**config.mk**
```make
export PLATFORM = sky130hd
export DESIGN_NAME = pipelined_fetch_stage
export DESIGN_NICKNAME = d
export VERILOG_FILES = /design/src/rtl/cpu_pkg.sv /design/src/rtl/branch_target_calc.sv /design/src/rtl/pipelined_fetch_stage.sv
export SDC_FILE = /design/constraint.sdc
export NUM_CORES = 1
export LEC_CHECK = 0
export BUFFER_PORTS_ARGS = -buffer_cell sky130_fd_sc_hd__buf_2
export CAP_MARGIN = 0
export CELL_PAD_IN_SITES_DETAIL_PLACEMENT = 0
export CELL_PAD_IN_SITES_GLOBAL_PLACEMENT = 1
export CORE_ASPECT_RATIO = 0.75
export CORE_MARGIN = 3
export CORE_UTILIZATION = 40
export CTS_CLUSTER_SIZE = 16
export DETAILED_ROUTE_END_ITERATION = 7
export PLACE_DENSITY = 0.84
export SYNTH_ARGS = -nofsm -noshare
export SYNTH_HDL_FRONTEND = slang
export SYNTH_SLANG_ARGS = --single-unit
```
**constraint.sdc**
```tcl
create_clock -name clk -period 5.2 [get_ports clk]
set_clock_uncertainty 0.1 [all_clocks]
set_input_delay 0.78 -clock clk [delete_from_list [all_inputs] [get_ports clk]]
set_output_delay 0.78 -clock clk [all_outputs]
set_load 0.03 [all_outputs]
```
**src/rtl/cpu_pkg.sv**
```systemverilog
// ---------------------------------------------------------------------------
// cpu_pkg
//   Shared constants and types for the pipelined ARM-lite (LEGv8 subset) CPU.
//   - PC_W / INSTR_W   : architectural PC and instruction widths
//   - NOP_INSTR        : bubble encoding loaded into pipeline registers
//   - HALT_INSTR       : "B 0" self-loop marking the end of a program
//   - ifid_t           : IF/ID register payload, also used by the hazard unit
// ---------------------------------------------------------------------------
package cpu_pkg;

   localparam int PC_W    = 64;
   localparam int INSTR_W = 32;

   localparam logic [INSTR_W-1:0] NOP_INSTR  = 32'hD503201F;
   localparam logic [INSTR_W-1:0] HALT_INSTR = 32'h14000000;

   typedef struct packed {
      logic [INSTR_W-1:0] instr;
      logic [PC_W-1:0]    pc;
      logic               valid;
   } ifid_t;

endpackage : cpu_pkg

```
**src/rtl/branch_target_calc.sv**
```systemverilog
// ---------------------------------------------------------------------------
// branch_target_calc
//   Combinational branch-target adder for B / CBZ / B.cond.
//   target = br_pc + (sext(imm) << 2), modulo 2^PC_W (wrap is silent).
//   Ports:
//     br_pc     in  PC_W  PC of the branch instruction
//     br_imm26  in  26    B offset field (words)
//     br_imm19  in  19    CBZ / B.cond offset field (words)
//     uncond_br in  1     1 selects imm26, 0 selects imm19
//     target    out PC_W  byte address of the branch destination
// ---------------------------------------------------------------------------
module branch_target_calc #(
   parameter int PC_W = cpu_pkg::PC_W
) (
   input  logic [PC_W-1:0] br_pc,
   input  logic [25:0]     br_imm26,
   input  logic [18:0]     br_imm19,
   input  logic            uncond_br,
   output logic [PC_W-1:0] target
);

   logic signed [PC_W-1:0] off;
   logic        [PC_W-1:0] off_bytes;

   always_comb begin
      if (uncond_br) begin
         off = {{(PC_W-26){br_imm26[25]}}, br_imm26};
      end else begin
         off = {{(PC_W-19){br_imm19[18]}}, br_imm19};
      end
      // Word offset to byte offset; the top two bits fall off, matching the
      // modulo-2^PC_W address arithmetic.
      off_bytes = off << 2;
      target    = br_pc + off_bytes;
   end

endmodule : branch_target_calc

```
**src/rtl/pipelined_fetch_stage.sv**
```systemverilog
// ---------------------------------------------------------------------------
// pipelined_fetch_stage
//   IF stage plus IF/ID pipeline register. Owns the PC, drives the
//   instruction-memory address, applies redirects from ID (one architectural
//   delay slot), holds under stall and remembers a redirect that arrives
//   while stalled.
//   Ports:
//     clk, reset   clock / synchronous active-high reset
//     imem_addr    out  PC_W     fetch address (= PC), combinational
//     imem_data    in   INSTR_W  instruction at imem_addr, same cycle
//     stall        in   1        hold PC and IF/ID
//     flush        in   1        load a bubble into IF/ID
//     br_taken     in   1        ID resolved a taken branch this cycle
//     uncond_br    in   1        1 = B (imm26), 0 = CBZ/B.cond (imm19)
//     br_pc        in   PC_W     PC of the branch in ID
//     br_imm26     in   26       B offset
//     br_imm19     in   19       CBZ/B.cond offset
//     ifid_instr   out  INSTR_W  registered instruction to ID
//     ifid_pc      out  PC_W     PC of ifid_instr
//     ifid_valid   out  1        ifid_instr is a real instruction
//     halted       out  1        sticky: HALT_INSTR has entered IF/ID
// ---------------------------------------------------------------------------
module pipelined_fetch_stage #(
   parameter int                         PC_W       = cpu_pkg::PC_W,
   parameter int                         INSTR_W    = cpu_pkg::INSTR_W,
   parameter logic [cpu_pkg::INSTR_W-1:0] NOP_INSTR  = cpu_pkg::NOP_INSTR,
   parameter logic [cpu_pkg::INSTR_W-1:0] HALT_INSTR = cpu_pkg::HALT_INSTR
) (
   input  logic               clk,
   input  logic               reset,
   output logic [PC_W-1:0]    imem_addr,
   input  logic [INSTR_W-1:0] imem_data,
   input  logic               stall,
   input  logic               flush,
   input  logic               br_taken,
   input  logic               uncond_br,
   input  logic [PC_W-1:0]    br_pc,
   input  logic [25:0]        br_imm26,
   input  logic [18:0]        br_imm19,
   output logic [INSTR_W-1:0] ifid_instr,
   output logic [PC_W-1:0]    ifid_pc,
   output logic               ifid_valid,
   output logic               halted
);

   import cpu_pkg::*;

   localparam logic [INSTR_W-1:0] NOP_W  = INSTR_W'(NOP_INSTR);
   localparam logic [INSTR_W-1:0] HALT_W = INSTR_W'(HALT_INSTR);
   localparam logic [PC_W-1:0]    PC_INC = PC_W'(4);

   logic [PC_W-1:0]    pc_q,          pc_d;
   logic               pend_valid_q,  pend_valid_d;
   logic [PC_W-1:0]    pend_target_q, pend_target_d;
   logic [INSTR_W-1:0] ifid_instr_q,  ifid_instr_d;
   logic [PC_W-1:0]    ifid_pc_q,     ifid_pc_d;
   logic               ifid_valid_q,  ifid_valid_d;
   logic               halted_q,      halted_d;
   logic [PC_W-1:0]    br_target;

   branch_target_calc #(
      .PC_W (PC_W)
   ) u_btc (
      .br_pc     (br_pc),
      .br_imm26  (br_imm26),
      .br_imm19  (br_imm19),
      .uncond_br (uncond_br),
      .target    (br_target)
   );

   assign imem_addr = pc_q;

   always_comb begin
      pc_d          = pc_q;
      pend_valid_d  = pend_valid_q;
      pend_target_d = pend_target_q;
      ifid_instr_d  = ifid_instr_q;
      ifid_pc_d     = ifid_pc_q;
      ifid_valid_d  = ifid_valid_q;
      halted_d      = halted_q;

      if (stall) begin
         // Everything holds; a redirect is parked until the stall releases.
         // A later redirect in the same stall simply overwrites it.
         if (br_taken) begin
            pend_target_d = br_target;
            pend_valid_d  = 1'b1;
         end
      end else begin
         // A live redirect is newer than anything parked, so it wins.
         if (br_taken) begin
            pc_d         = br_target;
            pend_valid_d = 1'b0;
         end else if (pend_valid_q) begin
            pc_d         = pend_target_q;
            pend_valid_d = 1'b0;
         end else begin
            pc_d = pc_q + PC_INC;
         end

         // The delay-slot instruction fetched this cycle always enters IF/ID;
         // only flush turns it into a bubble.
         ifid_pc_d = pc_q;
         if (flush) begin
            ifid_instr_d = NOP_W;
            ifid_valid_d = 1'b0;
         end else begin
            ifid_instr_d = imem_data;
            ifid_valid_d = 1'b1;
            if (imem_data == HALT_W) begin
               halted_d = 1'b1;
            end
         end
      end
   end

   always_ff @(posedge clk) begin
      if (reset) begin
         pc_q          <= '0;
         pend_valid_q  <= 1'b0;
         pend_target_q <= '0;
         ifid_instr_q  <= NOP_W;
         ifid_pc_q     <= '0;
         ifid_valid_q  <= 1'b0;
         halted_q      <= 1'b0;
      end else begin
         pc_q          <= pc_d;
         pend_valid_q  <= pend_valid_d;
         pend_target_q <= pend_target_d;
         ifid_instr_q  <= ifid_instr_d;
         ifid_pc_q     <= ifid_pc_d;
         ifid_valid_q  <= ifid_valid_d;
         halted_q      <= halted_d;
      end
   end

   assign ifid_instr = ifid_instr_q;
   assign ifid_pc    = ifid_pc_q;
   assign ifid_valid = ifid_valid_q;
   assign halted     = halted_q;

endmodule : pipelined_fetch_stage

```
==> results <==
- The number of detailed-route iterations in the first pass is 5.
- Of the cells placed in the final design, the portion with a size suffix greater than 1 is 20.3%.
- The largest fanout on the critical path is 20.
- The Yosys step of the flow raised 0 warnings.
- For this design the ratio of total power to cell area is 315 mW/mm^2.
- At the worst endpoint, the required time is 5560 ps.
- The reg-to-reg setup timing slack is 1710 ps.
- The first-pass GRT wire length is 75.3 mm.
- Synthesis inferred 227 register bits.
- In this run the mean area of a mapped cell was 7.80 um^2.
- 309 I/O pins were placed.
- The clock reaches the later pin of the worst-skew pair after 530 ps.
- The number of rows created at floorplan is 58.
- The growth of design area from synthesis to finish is 18.6%.
- TritonCTS built the clock tree.
- Once detailed placement completed, the half-perimeter wirelength came to 35.8 mm.
- The setup TNS after final layout is 0 ps.
- Global routing used 24.3% of the available tracks.
- The y dimension of the die is 169 um.
- Of the available clock period, the critical path in the final layout requires 87.4%.
- The CTS buffer count is 25.
- The final-report max-slew violation count is 0.
- The most used flip-flop cell after synthesis is dfxtp_1.
- The count of buffers added on input and output ports is 308.
- Setup violations remaining at the end of the flow were counted as 0.
- The total via count after detailed routing is 14400.
- The region available for standard cell placement spans 0.0341 mm^2.
- The root buffer selected by CTS is clkbuf_16.
- The routed wire length is 48.5 mm.
- Summed over all instances, the cell type with the most area after synthesis is dfxtp_1.
- The DRC violation total after the first TritonRoute iteration is 1480.
- The number of nets with antenna violations after routing is 0.
- After detailed routing, the average wire length per cell comes to 19.3 um.
- At the end of the flow, the number of nets in the layout was 2259.
- In the post-synthesis netlist, the cell with the most instances is nand2_1.
- Derived from the worst setup path, the maximum achievable clock frequency is 220 MHz.
- Setup repair after global routing left no endpoint under its margin.
- The synthesized design contains 0 enable-type register cells.
- The critical path class is input pin to register.
- The net count after synthesis is 2019.
- Counting tap cells, the placed design contains a total of 2472 instances.
- The minimum period implied by the final worst setup slack is 4540 ps.
- IR analysis of the VDD net gives a maximum drop of 278 uV.
- The placer congestion estimate is 0.953.
- STA classifies the critical path endpoint as a register.
- The worst setup path is launched from an input pin.
- After detailed routing, the number of vias per cell comes to 5.71.
- The synthesized design devotes to its leading area cell type 32.2% of total area.
- The count of inserted antenna diode cells is 0.
- The number of global-route vias before repair is 13000.
- The sequential area share after synthesis is 32.2%.
- In this run the tightest slew margin relative to its limit is 15.8%.
- Gates resized during post-CTS repair numbered 0.
- The total overflow left after global routing is 0.
- After synthesis, the cell types taking the most area are dfxtp_1 32%, a21oi_1 6.9%, nand2_1 6.1%.
- The async set-reset flop share out of synthesis is 0%.
- CTS built an H-tree with a depth of 1.
- The largest net degree at the start of global routing is 84.
- After synthesis the cells add up to 0.0141 mm^2.
- The static leakage power is 7.28 nW.
- The die area is 0.0376 mm^2.
- The number of design rule violations left after detail routing is 0.
- The area of all sequential standard cells is 0.00455 mm^2.
- The count of cells in the finished layout, fillers not included, comes to 2516.
- The number of filler cells placed in the layout is 3400.
- After clock tree synthesis, the flow added hold-fix buffers numbering 0.
- Counting every instance in the synthesized netlist gives 1809.
- The multi-input combinational cells in the finished layout cover a total of 0.00897 mm^2.
- Across the run, the number of max-cap violations was 0.
- The number of buffers on the longest clock path is 3.
- The data arrival time at the worst-slack endpoint is 4900 ps.
- The path type of the worst min-delay path is register to register.
- The count of endpoints failing hold in the final timing report is 0.
- The starting density of the core is 41.4%.
- At the pin with the least slew margin, the transition time is 1260 ps.
- The number of distinct library cells after synthesis is 82.
- The flow ran to the end, and the final reports show no timing, DRC or antenna violations.
- Post-CTS timing repair inserted 0 buffers for setup.
- In the synthesized netlist, the cells that appear most often are 230 x nand2_1, 227 x dfxtp_1, 197 x nor2_1.
- The number of sinks on the clock net is 227.
- The number of antenna violations at the first check in global routing is 0.
- The overall die width is 223 um.
- The clock edge transition at the registers on the reported setup and hold paths is 60 ps.
[flip-flops by register name, summed over array words and instances, names as in the netlist]
signal / cells
halted: 1
ifid_instr: 32
ifid_pc: 64
ifid_valid: 1
imem_addr: 64
pend_target_q: 64
pend_valid_q: 1
[routing by layer]
metal	share of wire, %	global-route usage (%)	vias up	routed length (um)
met2	38	32.2	572	18500
met5	0	0	-	0
met4	1.0	3.34	0	498
met1	52	40.3	6767	25300
met3	8.5	4.82	38	4150
li1	-	-	6981	-
[worst max-delay path, stage by stage]
cell,delay (ps)
buf_2,190
nand2b_1,160
a21boi_0,390
inv_1,420
buf_4,340
ha_1,410
nand2_1,220
o21a_1,150
inv_1,70
a221o_1,380
a21oi_1,320
o21ba_2,170
o21ai_0,180
or4_1,590
o211ai_1,110
[power by group]
group / switching (mW) / internal (mW) / total, mW
clock: 0.736 / 1.01 / 1.75
sequential: 0.142 / 1.86 / 2.01
combinational: 0.997 / 0.523 / 1.52
total: 1.87 / 3.40 / 5.27
[area by class of cell]
type | instances | area share, %
multi-input combinational | 1430 | 53.6
sequential | 227 | 27.2
timing repair buffer | 331 | 10.3
clock buffer | 33 | 4.28
tap | 450 | 3.36
inverter | 34 | 0.763
clock inverter | 11 | 0.516
[path summary, 6_finish.rpt]
kind | endpoint | start | cells after the start
max | imem_addr[61]$_SDFFE_PP0N_ | uncond_br | 15
min | ifid_valid$_SDFFE_PP0N_ | ifid_valid$_SDFFE_PP0N_ | 2
max reg2reg | imem_addr[60]$_SDFFE_PP0N_ | imem_addr[12]$_SDFFE_PP0N_ | 10
min reg2reg | ifid_valid$_SDFFE_PP0N_ | ifid_valid$_SDFFE_PP0N_ | 2
[cells in the final DEF, fill, tap and decap left out, types with 28 or more instances in the layout]
cell	instances
a21oi_1	194
buf_2	306
dfxtp_1	226
ha_1	62
inv_1	32
mux2i_1	70
nand2_1	229
nand3_1	64
nand4_1	28
nor2_1	196
nor3_1	33
o21ai_0	99
xnor2_1	51
xor2_1	50
[logic make-up (layout without fill, tap and decap cells)]
group / after synthesis / in the layout / share of synthesized area (%)
and+or+nand+nor: 661 / 661 / 21.4
AOI/OAI and AO/OA: 514 / 514 / 23.5
DFF: 227 / 227 / 32.2
buffers and inverters: 152 / 409 / 4.28
xor gates and xnor gates: 101 / 101 / 6.27
muxes: 91 / 91 / 6.64
adders and majority gates: 63 / 63 / 5.64
[metrics by stage]
| stage | setup WS (ps) | hold WS, ps | total power, mW | instance area [um^2] | util, % |
|---|---|---|---|---|---|
| after floorplan | 353 | 331 | 3.03 | 14100 | - |
| after global placement | 190 | 328 | 3.52 | 15900 | 46.7 |
| after detailed placement | 121 | 330 | 3.53 | 15900 | 46.7 |
| after CTS | 657 | 340 | 5.28 | 16700 | 49.1 |
| after global routing | 296 | 369 | 5.53 | 16700 | 49.1 |
| final | 657 | 336 | 5.27 | 16700 | 49.1 |
Note: power is estimated with default switching activity, not from simulation.
